==> config.mk <==
export PLATFORM = sky130hd
export DESIGN_NAME = d7s_scan_capture_flat
export DESIGN_NICKNAME = d
export VERILOG_FILES = /design/src/rtl/d7s_pkg.sv /design/src/rtl/d7s_scan_capture_if.sv /design/src/rtl/d7s_seg_decode.sv /design/src/rtl/d7s_scan_capture.sv /design/src/flat_wrapper.sv
export SDC_FILE = /design/constraint.sdc
export NUM_CORES = 1
export LEC_CHECK = 0
export ABC_AREA = 1
export CAP_MARGIN = 10
export CORE_ASPECT_RATIO = 1.75
export CORE_MARGIN = 8
export CORE_UTILIZATION = 23
export CTS_CLUSTER_DIAMETER = 50
export DETAILED_ROUTE_END_ITERATION = 12
export PLACE_DENSITY = 0.51
export SYNTH_ARGS = -nofsm -noshare
export SYNTH_HDL_FRONTEND = slang
export SYNTH_SLANG_ARGS = --single-unit
==> constraint.sdc <==
create_clock -name clk -period 3.05 [get_ports clk]
set_input_delay 0.4575 -clock clk [delete_from_list [all_inputs] [get_ports clk]]
set_output_delay 0.4575 -clock clk [all_outputs]
set_load 0.01 [all_outputs]
==> src/rtl/d7s_pkg.sv <==
// d7s_pkg: shared definitions for the 7-segment scan-capture block.
//   - SEG_W / NUM_DIG: segment bus width and digits per frame (= select width)
//   - SEG_0..SEG_F, SEG_BLANK: segment patterns {g,f,e,d,c,b,a}, active-high
//   - d7s_scan_t: registered {sel, seg} pin sample
//   - d7s_frame_t: one assembled frame {nibbles[2:0], blank[2:0], err}
package d7s_pkg;

    localparam int SEG_W   = 7;
    localparam int NUM_DIG = 3;
    localparam int NIB_W   = 4;

    localparam logic [SEG_W-1:0] SEG_0     = 7'h3F;
    localparam logic [SEG_W-1:0] SEG_1     = 7'h06;
    localparam logic [SEG_W-1:0] SEG_2     = 7'h5B;
    localparam logic [SEG_W-1:0] SEG_3     = 7'h4F;
    localparam logic [SEG_W-1:0] SEG_4     = 7'h66;
    localparam logic [SEG_W-1:0] SEG_5     = 7'h6D;
    localparam logic [SEG_W-1:0] SEG_6     = 7'h7D;
    localparam logic [SEG_W-1:0] SEG_7     = 7'h07;
    localparam logic [SEG_W-1:0] SEG_8     = 7'h7F;
    localparam logic [SEG_W-1:0] SEG_9     = 7'h6F;
    localparam logic [SEG_W-1:0] SEG_A     = 7'h77;
    localparam logic [SEG_W-1:0] SEG_B     = 7'h7C;
    localparam logic [SEG_W-1:0] SEG_C     = 7'h39;
    localparam logic [SEG_W-1:0] SEG_D     = 7'h5E;
    localparam logic [SEG_W-1:0] SEG_E     = 7'h79;
    localparam logic [SEG_W-1:0] SEG_F     = 7'h71;
    localparam logic [SEG_W-1:0] SEG_BLANK = 7'h00;

    typedef struct packed {
        logic [NUM_DIG-1:0] sel;
        logic [SEG_W-1:0]   seg;
    } d7s_scan_t;

    typedef struct packed {
        logic [NUM_DIG-1:0][NIB_W-1:0] nibbles;
        logic [NUM_DIG-1:0]            blank;
        logic                          err;
    } d7s_frame_t;

endpackage

==> src/rtl/d7s_scan_capture_if.sv <==
// d7s_scan_capture_if: frame output channel (valid/ready).
//   frame_data  : {d2,d1,d0} nibbles
//   frame_blank : per-digit all-segments-off flag
//   frame_err   : some digit in the frame was undecodable
//   frame_valid : frame available (producer)
//   frame_ready : consumer accepts
// master = frame producer (the capture block), slave = consumer.
interface d7s_scan_capture_if;
    import d7s_pkg::*;

    logic [NUM_DIG*NIB_W-1:0] frame_data;
    logic [NUM_DIG-1:0]       frame_blank;
    logic                     frame_err;
    logic                     frame_valid;
    logic                     frame_ready;

    modport master (
        output frame_data,
        output frame_blank,
        output frame_err,
        output frame_valid,
        input  frame_ready
    );

    modport slave (
        input  frame_data,
        input  frame_blank,
        input  frame_err,
        input  frame_valid,
        output frame_ready
    );

endinterface

==> src/rtl/d7s_seg_decode.sv <==
// d7s_seg_decode: combinational 7-segment pattern to hex nibble decoder.
//   i_seg    : segment pattern {g,f,e,d,c,b,a}
//   o_nibble : decoded value (0 when blank or undecodable)
//   o_blank  : all segments off
//   o_err    : pattern is neither a hex glyph nor blank (exact match only)
module d7s_seg_decode
    import d7s_pkg::*;
(
    input  logic [SEG_W-1:0] i_seg,
    output logic [NIB_W-1:0] o_nibble,
    output logic             o_blank,
    output logic             o_err
);

    always_comb begin
        o_nibble = 4'h0;
        o_blank  = 1'b0;
        o_err    = 1'b0;
        case (i_seg)
            SEG_0:     o_nibble = 4'h0;
            SEG_1:     o_nibble = 4'h1;
            SEG_2:     o_nibble = 4'h2;
            SEG_3:     o_nibble = 4'h3;
            SEG_4:     o_nibble = 4'h4;
            SEG_5:     o_nibble = 4'h5;
            SEG_6:     o_nibble = 4'h6;
            SEG_7:     o_nibble = 4'h7;
            SEG_8:     o_nibble = 4'h8;
            SEG_9:     o_nibble = 4'h9;
            SEG_A:     o_nibble = 4'hA;
            SEG_B:     o_nibble = 4'hB;
            SEG_C:     o_nibble = 4'hC;
            SEG_D:     o_nibble = 4'hD;
            SEG_E:     o_nibble = 4'hE;
            SEG_F:     o_nibble = 4'hF;
            SEG_BLANK: o_blank  = 1'b1;
            default:   o_err    = 1'b1;
        endcase
    end

endmodule

==> src/rtl/d7s_scan_capture.sv <==
// d7s_scan_capture: receive side of a multiplexed 7-segment display.
// Samples the segment bus and one-hot digit selects, captures each digit
// once per sufficiently long dwell, decodes it, and hands out complete
// 3-digit frames over a valid/ready channel.
//   clk      : system clock, rising edge
//   rst_n    : synchronous active-low reset
//   seg_in   : segment bus {g,f,e,d,c,b,a}, active-high
//   sel_in   : digit select, one-hot, bit0 = least significant digit
//   frame_if : frame output channel (master side)
//   overrun  : sticky, a completed frame was dropped because the slot was full
module d7s_scan_capture
    import d7s_pkg::*;
#(
    parameter  int STABLE_CYC = 4,
    localparam int CNT_W      = $clog2(STABLE_CYC + 1)
) (
    input  logic                clk,
    input  logic                rst_n,
    input  logic [SEG_W-1:0]    seg_in,
    input  logic [NUM_DIG-1:0]  sel_in,
    d7s_scan_capture_if.master  frame_if,
    output logic                overrun
);

    localparam logic [CNT_W-1:0] CNT_MAX = CNT_W'(STABLE_CYC - 1);

    d7s_scan_t                       w_in;
    d7s_scan_t                       r_s;
    logic [CNT_W-1:0]                r_cnt;
    logic                            r_was_max;

    logic [NUM_DIG-1:0]              r_mask;
    logic [NUM_DIG-1:0][NIB_W-1:0]   r_dig_nib;
    logic [NUM_DIG-1:0]              r_dig_blk;
    logic [NUM_DIG-1:0]              r_dig_err;
    d7s_frame_t                      r_frame;
    logic                            r_valid;
    logic                            r_overrun;

    logic [NIB_W-1:0]                w_nib;
    logic                            w_blank;
    logic                            w_err;
    logic                            w_capture;
    logic                            w_resync;
    logic                            w_complete;
    logic                            w_slot_free;
    logic [NUM_DIG-1:0]              w_hit;
    logic [NUM_DIG-1:0]              w_mask_next;
    logic [NUM_DIG-1:0][NIB_W-1:0]   w_next_nib;
    logic [NUM_DIG-1:0]              w_next_blk;
    logic [NUM_DIG-1:0]              w_next_err;

    assign w_in = '{sel: sel_in, seg: seg_in};

    // The counter compares the incoming sample with the one already held,
    // so r_cnt counts how many times s_reg has repeated. Non-one-hot
    // selects (blanking gaps, overlap glitches) never accumulate.
    always_ff @(posedge clk) begin
        if (!rst_n) begin
            r_s       <= '0;
            r_cnt     <= '0;
            r_was_max <= 1'b0;
        end else begin
            r_s       <= w_in;
            r_was_max <= (r_cnt == CNT_MAX);
            if (!$onehot(w_in.sel) || (w_in != r_s)) begin
                r_cnt <= '0;
            end else if (r_cnt != CNT_MAX) begin
                r_cnt <= r_cnt + CNT_W'(1);
            end
        end
    end

    // Fires only on the first cycle of saturation: one capture per dwell.
    assign w_capture = (r_cnt == CNT_MAX) && !r_was_max;

    d7s_seg_decode u_dec (
        .i_seg    (r_s.seg),
        .o_nibble (w_nib),
        .o_blank  (w_blank),
        .o_err    (w_err)
    );

    // Seeing a digit twice before the frame closes means we lost alignment
    // with the scan; restart the frame from that digit.
    assign w_resync = |(r_mask & r_s.sel);

    always_comb begin
        w_mask_next = r_mask;
        if (w_capture) begin
            w_mask_next = w_resync ? r_s.sel : (r_mask | r_s.sel);
        end
    end

    assign w_complete  = w_capture && (w_mask_next == {NUM_DIG{1'b1}});
    assign w_slot_free = !r_valid || frame_if.frame_ready;

    // Digits outside the mask may hold stale values after a resync; they are
    // never used because a frame only completes once every digit has been
    // recaptured.
    generate
        for (genvar gi = 0; gi < NUM_DIG; gi++) begin : g_dig
            assign w_hit[gi]      = w_capture && r_s.sel[gi];
            assign w_next_nib[gi] = w_hit[gi] ? w_nib   : r_dig_nib[gi];
            assign w_next_blk[gi] = w_hit[gi] ? w_blank : r_dig_blk[gi];
            assign w_next_err[gi] = w_hit[gi] ? w_err   : r_dig_err[gi];
        end
    endgenerate

    always_ff @(posedge clk) begin
        if (!rst_n) begin
            r_mask    <= '0;
            r_dig_nib <= '0;
            r_dig_blk <= '0;
            r_dig_err <= '0;
            r_frame   <= '0;
            r_valid   <= 1'b0;
            r_overrun <= 1'b0;
        end else begin
            r_mask    <= w_complete ? '0 : w_mask_next;
            r_dig_nib <= w_next_nib;
            r_dig_blk <= w_next_blk;
            r_dig_err <= w_next_err;
            if (w_complete && w_slot_free) begin
                // Covers the back-to-back case: transfer and reload on one edge.
                r_frame.nibbles <= w_next_nib;
                r_frame.blank   <= w_next_blk;
                r_frame.err     <= |w_next_err;
                r_valid         <= 1'b1;
            end else begin
                if (w_complete) begin
                    r_overrun <= 1'b1;
                end
                if (r_valid && frame_if.frame_ready) begin
                    r_valid <= 1'b0;
                end
            end
        end
    end

    assign frame_if.frame_data  = r_frame.nibbles;
    assign frame_if.frame_blank = r_frame.blank;
    assign frame_if.frame_err   = r_frame.err;
    assign frame_if.frame_valid = r_valid;
    assign overrun              = r_overrun;

endmodule
==> src/flat_wrapper.sv <==
// flat-port wrapper written by rule: the top's interface ports become plain ports
module d7s_scan_capture_flat import d7s_pkg::*;
#(
    parameter  int STABLE_CYC = 4,
    localparam int CNT_W      = $clog2(STABLE_CYC + 1)
)
  (clk, rst_n, seg_in, sel_in, overrun, frame_if_frame_data, frame_if_frame_blank, frame_if_frame_err, frame_if_frame_valid, frame_if_frame_ready);
  d7s_scan_capture_if frame_if_i ();
  input  logic clk;
  input  logic rst_n;
  input  logic [SEG_W-1:0] seg_in;
  input  logic [NUM_DIG-1:0] sel_in;
  output logic overrun;
  output wire logic [$bits(frame_if_i.frame_data)-1:0] frame_if_frame_data;
  output wire logic [$bits(frame_if_i.frame_blank)-1:0] frame_if_frame_blank;
  output wire logic [$bits(frame_if_i.frame_err)-1:0] frame_if_frame_err;
  output wire logic [$bits(frame_if_i.frame_valid)-1:0] frame_if_frame_valid;
  input wire logic [$bits(frame_if_i.frame_ready)-1:0] frame_if_frame_ready;
  assign frame_if_frame_data = frame_if_i.frame_data;
  assign frame_if_frame_blank = frame_if_i.frame_blank;
  assign frame_if_frame_err = frame_if_i.frame_err;
  assign frame_if_frame_valid = frame_if_i.frame_valid;
  assign frame_if_i.frame_ready = frame_if_frame_ready;
  d7s_scan_capture #(.STABLE_CYC(STABLE_CYC)) u_core (.clk(clk), .rst_n(rst_n), .seg_in(seg_in), .sel_in(sel_in), .frame_if(frame_if_i), .overrun(overrun));
endmodule
# Word level (Yosys, flattened, before mapping)

Index checks and enable logic that the tools add are counted.

Bits in registers: 53
Logic and storage cells: 81

Add/subtract/negate cells: 3
Equality and inequality tests: 21
Muxes and demuxes: 16
Bitwise gates (word level): 4
Reduce and logical (&&, ||, !) cells: 20

Operators with widths:

| kind                                                                    | count |
|---|---|
| 7-bit equality test, second input constant                              | 12 |
| 4-bit case mux with 15 select lines                                     | 1 |
| 17-bit OR reduction                                                     | 1 |
| 7-bit by 3-bit equality test with 1-bit output, second input constant   | 2 |
| 7-bit by 6-bit equality test with 1-bit output, second input constant   | 2 |
| 4-bit two-way mux                                                       | 3 |
| 1-bit two-way mux                                                       | 10 |
| 10-bit inequality test                                                  | 1 |
| 1-bit logical AND                                                       | 7 |
| 7-bit zero test                                                         | 1 |
| 3-bit two-way mux                                                       | 2 |
| 3-bit OR reduction                                                      | 2 |
| 2-bit OR reduction                                                      | 2 |
| 3-bit by 1-bit adder with 3-bit output, second input constant           | 1 |
| 3-bit AND                                                               | 1 |
| 3-bit by 2-bit equality test with 1-bit output, second input constant   | 1 |
| 3-bit equality test, second input constant                              | 1 |
| 1-bit zero test                                                         | 3 |
| 3-bit by 2-bit inequality test with 1-bit output, second input constant | 1 |
| 3-bit OR                                                                | 1 |
| 1-bit by 1-bit adder with 2-bit output                                  | 1 |
| 2-bit by 1-bit adder with 2-bit output                                  | 1 |
| 2-bit by 1-bit equality test with 1-bit output, second input constant   | 1 |
| 1-bit logical OR                                                        | 2 |
| other kinds (3)                                                         | 4 |

# Longest topological paths before layout

Gate-level depths: netlist of the first run.

Word-level depth: 9
Mapped depth: 14
Mapped depth without buffers: 12

# By module

Synthesis of the first run repeated with hierarchy kept, for this count alone.

Cell total of the unflattened synthesis: 367
Area, all modules: 2581.2 um^2

By module, submodules not included:

| module           | instances | cells an instance | area an instance (um^2) |
|---|---|---|---|
| d7s_scan_capture | 1         | 292               | 2265.9 |
| d7s_seg_decode   | 1         | 75                | 315.3 |

# Worst setup path after synthesis of the first run

Ideal clock, no wire load.

Kind: register -> register
Start: register u_core.r_cnt[0]
End: register u_core.r_frame (netlist bit u_core.frame_if.frame_err)
Data arrival time: 1.708 ns
Required time: 2.933 ns
Setup slack: 1.224 ns
Stages on the path, launching flop included: 13
Buffers on the path: 2
Clock period less this slack: 1.826 ns
Path through: dfxtp_1 ha_1 ha_1 buf_6 nand2_8 nor2_8 inv_4 nand4_1 nand2_1 nand4_2 buf_4 nor2_1 a21oi_1

Word-level cells in the longest chain between the ends: 6
Elaborated cells on any way between the ends: 13
Classes of those cells: eq/ne (2); mux (4); reduce/logical (7)

RTL lines:

| what                                             | RTL line                | RTL |
|---|---|---|
| start, declared                                  | d7s_scan_capture.sv:29  | `logic [CNT_W-1:0] r_cnt;` |
| start signal, assigned                           | d7s_scan_capture.sv:69  | `r_cnt <= r_cnt + CNT_W'(1);` |
| 3-bit by 2-bit equality test with 1-bit output * | d7s_scan_capture.sv:75  | `assign w_capture = (r_cnt == CNT_MAX) && !r_was_max;` |
| 1-bit logical AND *                              | d7s_scan_capture.sv:75  |  |
| 3-bit two-way mux                                | d7s_scan_capture.sv:90  | `if (w_capture) begin` |
| 3-bit equality test                              | d7s_scan_capture.sv:95  | `assign w_complete = w_capture && (w_mask_next == {NUM_DIG{1'b1}});` |
| 1-bit logical AND                                | d7s_scan_capture.sv:95  |  |
| 1-bit logical AND                                | d7s_scan_capture.sv:124 | `if (w_complete && w_slot_free) begin` |
| end, declared                                    | d7s_scan_capture.sv:36  | `d7s_frame_t r_frame;` |

Mark *: on every way between the ends. The rest lies on a longest branch, timed or not.
A chain may end at the register's enable or synchronous reset.

# Final worst setup path of the first run

Start: register u_core.r_cnt[0]
End: register u_core.r_frame (netlist bit u_core.frame_if.frame_data[11])

Same word-level chain as after synthesis.

==> impl_results.md, run 1 <==
* Req. time, crit path at about 3300 ps
* Element type at the critical path start: flop
* CTS buffer count at 5
* GRT Total Usage at 0.0830
* Cell Area, Synth at between 2000 and 2500 sq um
* N_diodes at 0
* Final period util at 0.705
* Post-Syn Area per Cell at 7.08 sq um
* Leak at 1.49 nW
* Slew headroom at 0.737
* Area grow syn2layout at 22.9%
* Num rows at 50
* Crit path max fanout at 21
* Die height at between 150 and 200 microns
* Nets at 398
* Final cell count without fillers at slightly above 500
* Clk_lat worst skew at 300 ps
* Htree depth at 2
* ANT nets after route at 0
* Post-DR vias/cell at between 4 and 5
* Iter 0 DRT Violations at 100
* Final Util at 0.288
* Crit. End Element: flop
* Global route overflow at 0
* Share of power burned in registers at 0.524
* Status: finished clean
* Core Region at approximately 11000 sq um
* Int Power at 1.04 mW
* Clk buf depth at 2
* Post-synthesis register bit count at between 50 and 60
* Layout cells sized above 1 at 0.0705
* Max Clk Rate at about 460 MHz
* Via count at ~2200
* Post-cts resize count at 0
* Crit path depth at 12
* Initial Utilization at 0.234
* Tot Pwr at 1.35 mW
* Clk slew on worst S/H paths at 70 ps
* Most frequent cell after synthesis: nand2_1
* Crit path DAT at 2350 ps
* Clk root buf: clkbuf_16
* Max Slew Vio Count at 0
* CTS Sinks at 53
* Setup Total Neg Slack at 0 ps
* Number of port buffers at 30
* Cell count after placement at 505
* Crit-path cells: ha_1 > ha_1 > nand2_8 > nor2_8 > inv_4 > nand4_1 > nand2_1 > nand4_2 > inv_2 > nand2_1 > nand2_1 > nor2_1
* Post-synth top area share at 0.426
* Synth warn at 0
* Worst Tran Pin Value at 395 ps
* Cell count of the worst hold path at 2
* Initial antenna violation count at 0
* Unrepaired setup endpoints after global routing: false
* Ports at 31
* Setup Skew at 9.98 ps
* Cell accounting for the most synthesized area: dfxtp_1
* Drt pass-1 iters at 4
* Final Setup Violations at 0
* Post-CTS Setup Inserts at 0
* Largest net degree at the start of global routing at 30
* Endpoints failing hold at 0
* Vias in the first global route at between 2000 and 2500
* First-pass GRT wire length at 9680 microns
* Number of synthesized flops with an enable pin at 0
* WL final at ~5700 microns
* Die area at approximately 15000 sq um
* Worst vdd ir at 195 uV
* Fillers at 1207
* Synth async-reset ratio at 0
* Synth unique cells at 33
* P_sw at 0.313 mW
* Setup CP Type: flop to flop
* Comb pwr share at 0.057
* DRC at 0
* Die Wd at around 95 microns
* Sw Share at 0.232
* Synth area leaders: dfxtp_1 (43%), nand2_1 (14%), nor2_1 (8.3%)
* Buf+Inv Stages, Crit Path at 2
* Half-perimeter wire length after placement at 4420 microns
* Gate Count Post-Synth at 352
* Fin Hold WS at 473 ps
* CTS tree: built
* Syn nets at 368
* Routed len/inst at approximately 11 microns
* Post-synth top cells: nand2_1 (95), nor2_1 (55), dfxtp_1 (53)
* Reg2Reg Depth at 12
* Clk network pwr share at 0.419
* Seq/Total Area, Yosys at 0.426
* CP delay by family, top: simple AND/OR/NAND/NOR gates
* CTS Hold Bufs at 0
* Pwr/cell area at 441 nW/um^2
* Critical-path top delay cell: dfxtp_1
* Top_reg_cell synth: dfxtp_1
* Hold WC Path Type: flop to flop
* Routability congestion estimate at 0.861
* CP dominant cell by count: nand2_1
* Min Tclk post-route at between 2000 and 2500 ps
* Worst path max stage delay at 330 ps
* Max-cap violations at 0
-- power groups by stage --
| stage | combinational (mW) | sequential (mW) | clock [mW] |
|---|---|---|---|
| 2_1_floorplan | 0.0478 | 0.720 | 0 |
| 4_1_cts | 0.0789 | 0.706 | 0.595 |
| 3_5_place_dp | 0.0784 | 0.723 | 0 |
| 5_1_grt | 0.0879 | 0.708 | 0.612 |
| 6_report | 0.0774 | 0.707 | 0.565 |
| 3_3_place_gp | 0.0779 | 0.723 | 0 |
-- cell type report --
| type | count | area (sq um) | share of cell area |
|---|---|---|---|
| clock buffer | 5 | 125 | 0.0409 |
| tap | 130 | 163 | 0.0531 |
| timing repair buffer | 33 | 323 | 0.105 |
| sequential | 53 | 1060 | 0.347 |
| clock inverter | 3 | 21.3 | 0.00695 |
| multi-input combinational | 235 | 1160 | 0.380 |
| inverter | 54 | 205 | 0.0670 |
-- logic make-up after synthesis --
logic type / after synthesis / share of synthesized area
XOR/XNOR: 3 / 0.0105
AND/OR/NAND/NOR: 184 / 0.323
adder cells (fa/ha/maj): 3 / 0.0181
buffers and inverters: 64 / 0.107
AO/OA/AOI/OAI: 36 / 0.0784
multiplexers: 9 / 0.0362
flip-flops: 53 / 0.426
-- cell usage in the layout (no fill, tap or decap), types with 5 or more instances in the layout --
cell type / count
clkdlybuf4s50_1: 30
o21ai_0: 9
dfxtp_1: 53
inv_1: 50
nand3_1: 16
clkbuf_16: 5
mux2i_1: 9
a21oi_1: 19
nor2_1: 55
nand2_1: 95
-- stage by stage --
step                setup slack [ps]  area [sq um]
finish                           898          3060
global route                     645          3060
CTS                              881          3060
detailed placement               697          2910
global placement                 796          2910
floorplan                       1220          2490
-- sequential cells by signal, summed over array words and instances (netlist names), 3 cells and up --
name	cells
u_core.frame_if.frame_data	12
u_core.r_dig_nib	12
u_core.r_s	10
u_core.frame_if.frame_blank	3
u_core.r_cnt	3
u_core.r_dig_blk	3
u_core.r_dig_err	3
u_core.r_mask	3
-- metal layers --
metal	GRT usage	vias to the layer above	part of all wire
li1	-	1143	-
met1	0.0867	970	0.42
met2	0.148	47	0.51
met3	0.0161	13	0.033
met4	0.0457	0	0.029
met5	0	-	0
-- final timing paths --
kind                                      start                              to  slack (ps)
worst min register to register   u_core.overrun                  u_core.overrun         470
worst min-delay path             u_core.overrun                  u_core.overrun         470
worst max-delay path            u_core.r_cnt[0]  u_core.frame_if.frame_data[11]         900
worst max register to register  u_core.r_cnt[0]  u_core.frame_if.frame_data[11]         900
-- tightest hold or removal path: stages (launching register included) --
cell and delay [ps]:
dfxtp_1 330, nor2_1 40, nor2_1 70
No activity file was read; power rests on OpenSTA's default activity.
==> inputs of run 2 (changes only) <==
==> constraint.sdc (replaced) <==
create_clock -name clk -period 2 [get_ports clk]
set_input_delay 0.3 -clock clk [delete_from_list [all_inputs] [get_ports clk]]
set_output_delay 0.3 -clock clk [all_outputs]
set_load 0.01 [all_outputs]
==> run 2 against run 1 <==
Compared with the run above: total power is 54% higher; cell area is 3.7% higher; sequential power is 53% higher; largest cell class unchanged.
==> impl_results.md, run 2 (synthesis results as in run 1) <==
* Pwr/cell area at 655 nW/um^2 (+49%)
* Area grow syn2layout at 27.4%
* Die area at 14500 sq um (unchanged)
* P_sw at 0.467 mW (+49%)
* Tot Pwr at 2.08 mW (+54%)
* Nets at 409 (+2.8%)
* CTS buffer count at 5 (unchanged)
* Iter 0 DRT Violations at 163 (+63%)
* Layout cells sized above 1 at 0.0967 (+0.0262)
* CTS Sinks at 53 (unchanged)
* Core Region at 10600 sq um (unchanged)
* Clk root buf: clkbuf_16
* Largest net degree at the start of global routing at 30 (unchanged)
* Clk buf depth at 2 (unchanged)
* Slew headroom at 0.705 (-0.0319)
* Routed len/inst at 11.1 microns (-0.12%)
* Setup Skew at 8.49 ps (-1.49 ps)
* Half-perimeter wire length after placement at 4510 microns (+2.0%)
* Int Power at 1.61 mW (+56%)
* Die height at 154 microns (unchanged)
* Final Setup Violations at 0 (unchanged)
* Buf+Inv Stages, Crit Path at 2 (unchanged)
* Setup CP Type: flop to flop
* Setup Total Neg Slack at 0 ps (unchanged)
* Final period util at 0.936 (+0.231)
* CP dominant cell by count: nand2_1
* Final cell count without fillers at 523 (+1.9%)
* Crit path DAT at 2060 ps (-290 ps)
* Comb pwr share at 0.060 (+0.003)
* Min Tclk post-route at 1870 ps (-279 ps)
* Leading cell types in the layout, fill and taps excluded: nand2_1 (95), nor2_1 (55), dfxtp_1 (53)
* Num rows at 50 (unchanged)
* Post-CTS Setup Inserts at 0 (unchanged)
* WL final at 5790 microns (+1.8%)
* Initial antenna violation count at 0 (unchanged)
* Crit path max fanout at 6 (-71%)
* Status: finished clean
* Cell count after placement at 516 (+2.2%)
* Fin Hold WS at 475 ps (+1.80 ps)
* Clk_lat worst skew at 290 ps (about the same)
* Worst path max stage delay at 330 ps (about the same)
* Vias in the first global route at 2213 (+3.3%)
* Die Wd at 94.7 microns (unchanged)
* Via count at 2235 (+2.9%)
* Routability congestion estimate at 0.887 (+3.0%)
* Number of port buffers at 30 (unchanged)
* Sw Share at 0.224 (-0.00728)
* Initial Utilization at 0.234 (unchanged)
* DRC at 0 (unchanged)
* Leading cell type in the layout, fill and taps excluded: nand2_1
* Hold WC Path Type: flop to flop
* GRT Total Usage at 0.0861 (+0.00308)
* Leak at 1.57 nW (+4.9%)
* PnR worst setup slack at 128 ps (-771 ps)
* Max-cap violations at 0 (unchanged)
* Area after DPL at 3010 sq um (+3.3%)
* Ports at 31 (unchanged)
* Share of power burned in registers at 0.519 (-0.005)
* Clk network pwr share at 0.421 (+0.002)
* Crit. End Element: flop
* Global route overflow at 0 (unchanged)
* Setup WS pre-CTS at -97.9 ps (-795 ps)
* Crit-path cells: ha_1 > ha_2 > nand2_8 > nor2_8 > buf_4 > inv_1 > mux2i_1 > nand2_1 > nand2_1 > nor2_1
* Final Util at 0.298 (+0.0106)
* Req. time, crit path at 2190 ps (-1060 ps)
* Drt pass-1 iters at 4 (unchanged)
* Element type at the critical path start: flop
* CTS tree: built
* N_diodes at 0 (unchanged)
* Worst vdd ir at 438 uV (+120%)
* Critical-path top delay cell: dfxtp_1
* First-pass GRT wire length at 10000 microns (+3.4%)
* Unrepaired setup endpoints after global routing: false
* ANT nets after route at 0 (unchanged)
* Worst Tran Pin Value at 439 ps (+43.8 ps)
* Htree depth at 2 (unchanged)
* Post-DR vias/cell at 4.27 (+0.89%)
* Clk slew on worst S/H paths at 70 ps (about the same)
* Max Clk Rate at 534 MHz (+15%)
* Endpoints failing hold at 0 (unchanged)
* Finished Cell Area at 3170 sq um (+3.7%)
* Max Slew Vio Count at 0 (unchanged)
* CP delay by family, top: adder cells
-- run 2: cell count changes in the layout (fill, tap and decap cells not counted) --
cell	change
buf_12	+1
buf_4	+9
buf_6	+1
clkbuf_8	+1
clkinv_2	-1
ha_1	-1
ha_2	+1
inv_2	-1
inv_4	+1
inv_6	-1
nand4_2	-1
nand4_4	+1
-- run 2: power groups by stage --
stage / Combinational, mW / Clock (mW) / Sequential (mW)
floorplan: 0.0729 / 0 / 1.10
global placement: 0.126 / 0 / 1.10
detailed placement: 0.128 / 0 / 1.10
CTS: 0.128 / 0.913 / 1.08
global route: 0.144 / 0.952 / 1.08
finish: 0.126 / 0.875 / 1.08
-- run 2: cell type report --
cell class / instances / area [sq um]
Timing Repair Buffer: 44 / 422
Multi-Input combinational cell: 235 / 1170
Fill cell: 1196 / 7460
Clock buffer: 6 / 139
Sequential cell: 53 / 1060
Tap cell: 130 / 163
Inverter: 54 / 208
Clock inverter: 1 / 7.51
-- run 2: repair_timing --
action,4_1_cts,5_1_grt
endpoints found under the hold margin,0,0
gates resized for setup,0,5
endpoints found under the setup margin,0,18
hold buffers,0,0
-- run 2: per-layer routing --
layer | part of all wire | track usage | vias up
met5 | 0 | 0 | -
met4 | 0.022 | 0.0442 | 0
met3 | 0.032 | 0.0156 | 6
met2 | 0.53 | 0.156 | 31
met1 | 0.41 | 0.0902 | 1029
li1 | - | - | 1169
-- run 2: worst register-to-register path, cell delays in order (launching register included) --
cell and delay [ps]:
dfxtp_1 330, ha_1 200, ha_2 220, nand2_8 120, nor2_8 40, buf_4 150, inv_1 250, mux2i_1 270
nand2_1 80, nand2_1 60, nor2_1 40
-- run 2: worst paths after layout --
path | from | to | slack (ps) | cells after the start
worst max-delay path | u_core.r_cnt[0] | u_core.frame_if.frame_data[11] | 130 | 10
worst min-delay path | u_core.r_dig_err[2] | u_core.r_dig_err[2] | 480 | 2
worst max register to register | u_core.r_cnt[0] | u_core.frame_if.frame_data[11] | 130 | 10
worst min register to register | u_core.r_dig_err[2] | u_core.r_dig_err[2] | 480 | 2
